## config.mk

```make
export PLATFORM = sky130hd
export DESIGN_NAME = regfile_debug_port
export DESIGN_NICKNAME = d
export VERILOG_FILES = /design/src/rtl/regfile_debug_port.sv
export SDC_FILE = /design/constraint.sdc
export NUM_CORES = 1
export LEC_CHECK = 0
export CAP_MARGIN = 5
export CELL_PAD_IN_SITES_DETAIL_PLACEMENT = 0
export CELL_PAD_IN_SITES_GLOBAL_PLACEMENT = 1
export CORE_ASPECT_RATIO = 1.4
export CORE_MARGIN = 1.5
export CORE_UTILIZATION = 35
export DETAILED_ROUTE_END_ITERATION = 6
export GPL_TIMING_DRIVEN = 0
export PLACE_DENSITY_LB_ADDON = 0.1
export SLEW_MARGIN = 0
export SYNTH_ARGS = -nofsm -noshare
export SYNTH_HDL_FRONTEND = slang
export SYNTH_SLANG_ARGS = --single-unit
```

## constraint.sdc

```tcl
create_clock -name clk -period 2.56 [get_ports clk]
set_input_delay 0.384 -clock clk [delete_from_list [all_inputs] [get_ports clk]]
set_output_delay 0.384 -clock clk [all_outputs]
set_load 0.1 [all_outputs]
```

## src/rtl/regfile_debug_port.sv

```systemverilog
// regfile_debug_port: host-side read/write/dump initiator for the 32x32 register file.
// Rev 1.0
`default_nettype none

module regfile_debug_port (
  input  logic        clk,
  input  logic        rst,
  input  logic        cmd_valid,
  output logic        cmd_ready,
  input  logic [1:0]  cmd_op,
  input  logic [4:0]  cmd_addr,
  input  logic [31:0] cmd_wdata,
  output logic        rsp_valid,
  input  logic        rsp_ready,
  output logic [4:0]  rsp_addr,
  output logic [31:0] rsp_data,
  output logic        rsp_last,
  output logic [4:0]  rf_raddr1,
  output logic [4:0]  rf_raddr2,
  input  logic [31:0] rf_rdata1,
  input  logic [31:0] rf_rdata2,
  output logic [4:0]  rf_waddr,
  output logic [31:0] rf_wdata,
  output logic        rf_we
);

  typedef enum logic [3:0] {
    IDLE      = 4'd0,
    WR        = 4'd1,
    RD_ISSUE  = 4'd2,
    RD_CAP    = 4'd3,
    RSP       = 4'd4,
    DMP_ISSUE = 4'd5,
    DMP_CAP   = 4'd6,
    DMP_A     = 4'd7,
    DMP_B     = 4'd8
  } state_t;

  localparam logic [1:0] OP_READ  = 2'b00;
  localparam logic [1:0] OP_WRITE = 2'b01;
  localparam logic [1:0] OP_DUMP  = 2'b10;

  state_t      state;
  state_t      state_nx;
  logic [3:0]  k;
  logic [3:0]  k_inc;
  logic [31:0] dump_hold;
  logic        cmd_fire;

  assign cmd_ready = rst && (state == IDLE);
  assign cmd_fire  = cmd_valid && cmd_ready;
  assign rsp_valid = (state == RSP) || (state == DMP_A) || (state == DMP_B);
  assign rsp_last  = (state == RSP) || ((state == DMP_B) && (k == 4'd15));
  assign rf_we     = (state == WR);
  assign k_inc     = k + 4'd1;

  always_ff @(posedge clk) begin
    if (!rst) begin
      state <= IDLE;
    end else begin
      state <= state_nx;
    end
  end

  always_comb begin
    state_nx = state;
    case (state)
      IDLE: begin
        if (cmd_fire) begin
          case (cmd_op)
            OP_READ:  state_nx = RD_ISSUE;
            OP_WRITE: state_nx = WR;
            OP_DUMP:  state_nx = DMP_ISSUE;
            default:  state_nx = IDLE;
          endcase
        end
      end
      WR:        state_nx = IDLE;
      RD_ISSUE:  state_nx = RD_CAP;
      RD_CAP:    state_nx = RSP;
      RSP:       if (rsp_ready) state_nx = IDLE;
      DMP_ISSUE: state_nx = DMP_CAP;
      DMP_CAP:   state_nx = DMP_A;
      DMP_A:     if (rsp_ready) state_nx = DMP_B;
      DMP_B:     if (rsp_ready) state_nx = (k == 4'd15) ? IDLE : DMP_ISSUE;
      default:   state_nx = IDLE;
    endcase
  end

  // Read addresses are set one state ahead so the register file's registered
  // read data is ready exactly when the capture state samples it.
  always_ff @(posedge clk) begin
    if (!rst) begin
      k         <= 4'd0;
      dump_hold <= 32'd0;
      rsp_addr  <= 5'd0;
      rsp_data  <= 32'd0;
      rf_raddr1 <= 5'd0;
      rf_raddr2 <= 5'd0;
      rf_waddr  <= 5'd0;
      rf_wdata  <= 32'd0;
    end else begin
      case (state)
        IDLE: begin
          if (cmd_fire) begin
            case (cmd_op)
              OP_READ: rf_raddr1 <= cmd_addr;
              OP_WRITE: begin
                rf_waddr <= cmd_addr;
                rf_wdata <= cmd_wdata;
              end
              OP_DUMP: begin
                k         <= 4'd0;
                rf_raddr1 <= 5'd0;
                rf_raddr2 <= 5'd1;
              end
              default: ;
            endcase
          end
        end
        RD_CAP: begin
          rsp_data <= rf_rdata1;
          rsp_addr <= rf_raddr1;
        end
        DMP_CAP: begin
          rsp_data  <= rf_rdata1;
          dump_hold <= rf_rdata2;
          rsp_addr  <= {k, 1'b0};
        end
        DMP_A: begin
          if (rsp_ready) begin
            rsp_data <= dump_hold;
            rsp_addr <= {k, 1'b1};
          end
        end
        DMP_B: begin
          if (rsp_ready && (k != 4'd15)) begin
            k         <= k_inc;
            rf_raddr1 <= {k_inc, 1'b0};
            rf_raddr2 <= {k_inc, 1'b1};
          end
        end
        default: ;
      endcase
    end
  end

endmodule

`default_nettype wire

```

==> impl_metrics.yaml <==
run_status:
  status: "complete, no violations"
cells_and_area:
  drive_gt1_share_pct: 8.51
  area_delta_synth_final_pct: 55.0
  nets: 910
  antenna_cells: 0
grt:
  grtUsageTotal_pct: 19.9
  overflow: 0
  grt_pass1_wl_um: 24300
  grt_pass1_vias: 4932
  grt_max_degree: 20
  antenna_found_initial: 0
placed_design:
  gp_congestion: 0.808
  post-place-ws_ps: -955
  dp_hpwl_um: 11600
  io_buffers: 193
floorplanning:
  die_y_um: 147
  core-area_sq_mm: 0.0144
  io_pins: 195
  fp.dieW_um: 106
  dieArea_sq_mm: 0.0155
  num_rows: 52
  start_util_pct: 35.8
worst_setup_path:
  arrival_ps: 2100
  crit_type: "primary input to output pin"
  worst_setup_path_end_kind: "output pin"
  start_kind: "primary input"
  slowest_delay_ps: 530
  crit_fanout: 19
  crit_chain: "clkbuf_1 > clkbuf_2 > and2_1 > clkdlybuf4s18_2"
  cpMaxStageDelayCell: "clkdlybuf4s18_2"
  required_ps: 2180
  worst-path-buf-inv: 3
  crit_family: "buffers and inverters"
routing:
  via_count: 4849
  routed.top_layer: "met4"
  routed_wl_um: 15200
  drt-met1-wl_um: 6010
  drc_errors: 0
  wl_per_cell_um: 15.2
  drt_iter0_drc: 105
  vias_per_cell: 4.85
  ant_nets: 0
  routed-wl-met3_um: 980
  dr_wl_met2_um: 7790
  drt_pre_antenna_iters: 4
cts:
  cts-root-buf: "clkbuf_16"
  cts_setup_buffers: 0
  insertion_delay_ps: 400
  cts_max_level: 4
  cts_tree: "done"
  cts_sinks: 120
  cts_buffer_depth: 2
  cts_made_buffers: 17
  clk_pin_slew_ps: 60
power:
  p_clk_share_pct: 34.7
  power.leakage_nw: 3.48
  sw_frac_of_total_pct: 39.0
  power_density_mw_per_mm2: 922
  pwr-share-seq_pct: 29.5
  peakVddDrop_v: 0.000472
  switching_power_w: 0.00288
  p_int_w: 0.00450
  pwr-share-comb_pct: 35.8
  power_w: 0.00739
min_path:
  hold_class: "flip-flop to flip-flop"
synth:
  syn_inst: 587
  ys_seq_elements: 120
  synthMostInstantiatedCell: "nand2_1"
  async_flop_share_pct: 0
  synth_nets: 699
  syn_area_sq_mm: 0.00517
  synth_area_leader_cell: "dfxtp_1"
  synth_ff_type: "dfxtp_1"
  synth_edf_count: 0
  ys_warn_count: 0
  syn_area_per_cell_sq_um: 8.81
  ys_seq_area_share_pct: 46.5
  yosysUniqueCellTypes: 44
  synth_area_leaders: "dfxtp_1, nand2_1, o211a_1"
  synth_top_area_share_pct: 46.5
  synthTopCellsByCount: "nand2_1, dfxtp_1, a21boi_0"
sta:
  setup_ws_ps: 73.1
  finalSetupViolCount: 0
  finClkSkew_ps: 8.66
  rsz0062_at_grt: "no"
  drv_slew: 0
  tightestPinTransition_ps: 1040
  slew_headroom_pct: 30.7
  finalHoldViolations: 0
  finalSetupTns_ps: 0
  min_period_ps: 2490
  finalCritPeriodShare_pct: 97.1
  fmax_ghz: 0.402
job:
  cap_viol_max_count: 0
[state kept, by name (all words and copies together), names as in the netlist]
| name | cells |
|---|---|
| rf_wdata | 32 |
| state | 4 |
| rsp_data | 32 |
| rsp_addr | 5 |
| dump_hold | 32 |
| rf_waddr | 5 |
| rf_raddr2 | 5 |
| rf_raddr1 | 5 |
[final timing paths]
check	from	to	slack, ps	depth (start not counted)
setup reg to reg	state[2]	rsp_data[4]	450	7
hold / removal	rf_wdata[2]	rf_wdata[2]	450	2
setup / recovery	rst	cmd_ready	70	4
hold reg to reg	rf_wdata[2]	rf_wdata[2]	450	2
[cell usage in the layout, fill, tap and decap left out, drive strengths merged, types with 3 or more instances in the layout]
| cell | netlist | layout |
|---|---|---|
| nand2b | 3 | 3 |
| o211a | 37 | 37 |
| ha | 5 | 5 |
| nor4b | 3 | 3 |
| nand3b | 3 | 3 |
| inv | 8 | 11 |
| bufinv | 0 | 4 |
| a21oi | 14 | 14 |
| mux2i | 35 | 35 |
| o21ai | 12 | 12 |
| nor2 | 6 | 6 |
| nand3 | 8 | 8 |
| clkbuf | 23 | 41 |
| nand2 | 186 | 186 |
| a21boi | 72 | 72 |
| buf | 23 | 24 |
| dfxtp | 120 | 120 |
| clkinvlp | 0 | 4 |
| clkdlybuf4s50 | 0 | 189 |
| o22ai | 3 | 3 |
[kinds of logic after synthesis]
kind of cell	Yosys count	synth area share (%)
compound gates	147	22.0
xor+xnor	2	0.339
fa+ha+maj	5	1.21
buf+inv	54	4.96
flops	120	46.5
mux	35	6.77
simple gates	224	18.2
[area by class of cell]
| class | count | area [sq um] |
|---|---|---|
| Buffer | 45 | 225 |
| Multi-Input combinational cell | 413 | 2550 |
| Inverter | 8 | 30.0 |
| Timing Repair Buffer | 193 | 1930 |
| Sequential cell | 120 | 2410 |
| Clock buffer | 19 | 443 |
| Fill cell | 1389 | 6430 |
| Tap cell | 189 | 236 |
| Clock inverter | 13 | 194 |
[repair_timing]
| action | in CTS | in global routing |
|---|---|---|
| gates resized for setup | 18 | 2 |
| setup endpoints to repair | 4 | 2 |
| hold buffers | 0 | 0 |
[layer usage]
| layer | GRT usage [%] | up-vias |
|---|---|---|
| met5 | 0 | - |
| met4 | 8.72 | 0 |
| met3 | 6.61 | 26 |
| met2 | 36.0 | 164 |
| met1 | 20.7 | 2233 |
| li1 | - | 2426 |
[tightest hold or removal path, stage by stage, from the launching register on]
cell and delay, ps:
dfxtp_1 310, nand2_1 50, a21boi_1 50
[per-stage QoR]
stage                     cells  hold WS (ps)  util, %  instance area, sq um
after floorplan             587           443        -                  5200
after global placement      969           441     51.0                  7370
after detailed placement    969           444     51.0                  7370
after CTS                  1000           452     55.4                  8010
after global routing       1000           470     55.5                  8010
final                      1000           450     55.5                  8010
[power by group through the flow]
stage,logic (W),registers [W],clock network (W)
3_5_place_dp,0.00265,0.00222,0
2_1_floorplan,0.000943,0.00321,0
4_1_cts,0.00265,0.00218,0.00262
6_report,0.00264,0.00218,0.00256
3_3_place_gp,0.00263,0.00221,0
5_1_grt,0.00276,0.00220,0.00271
(Power assumes the default switching activity.)
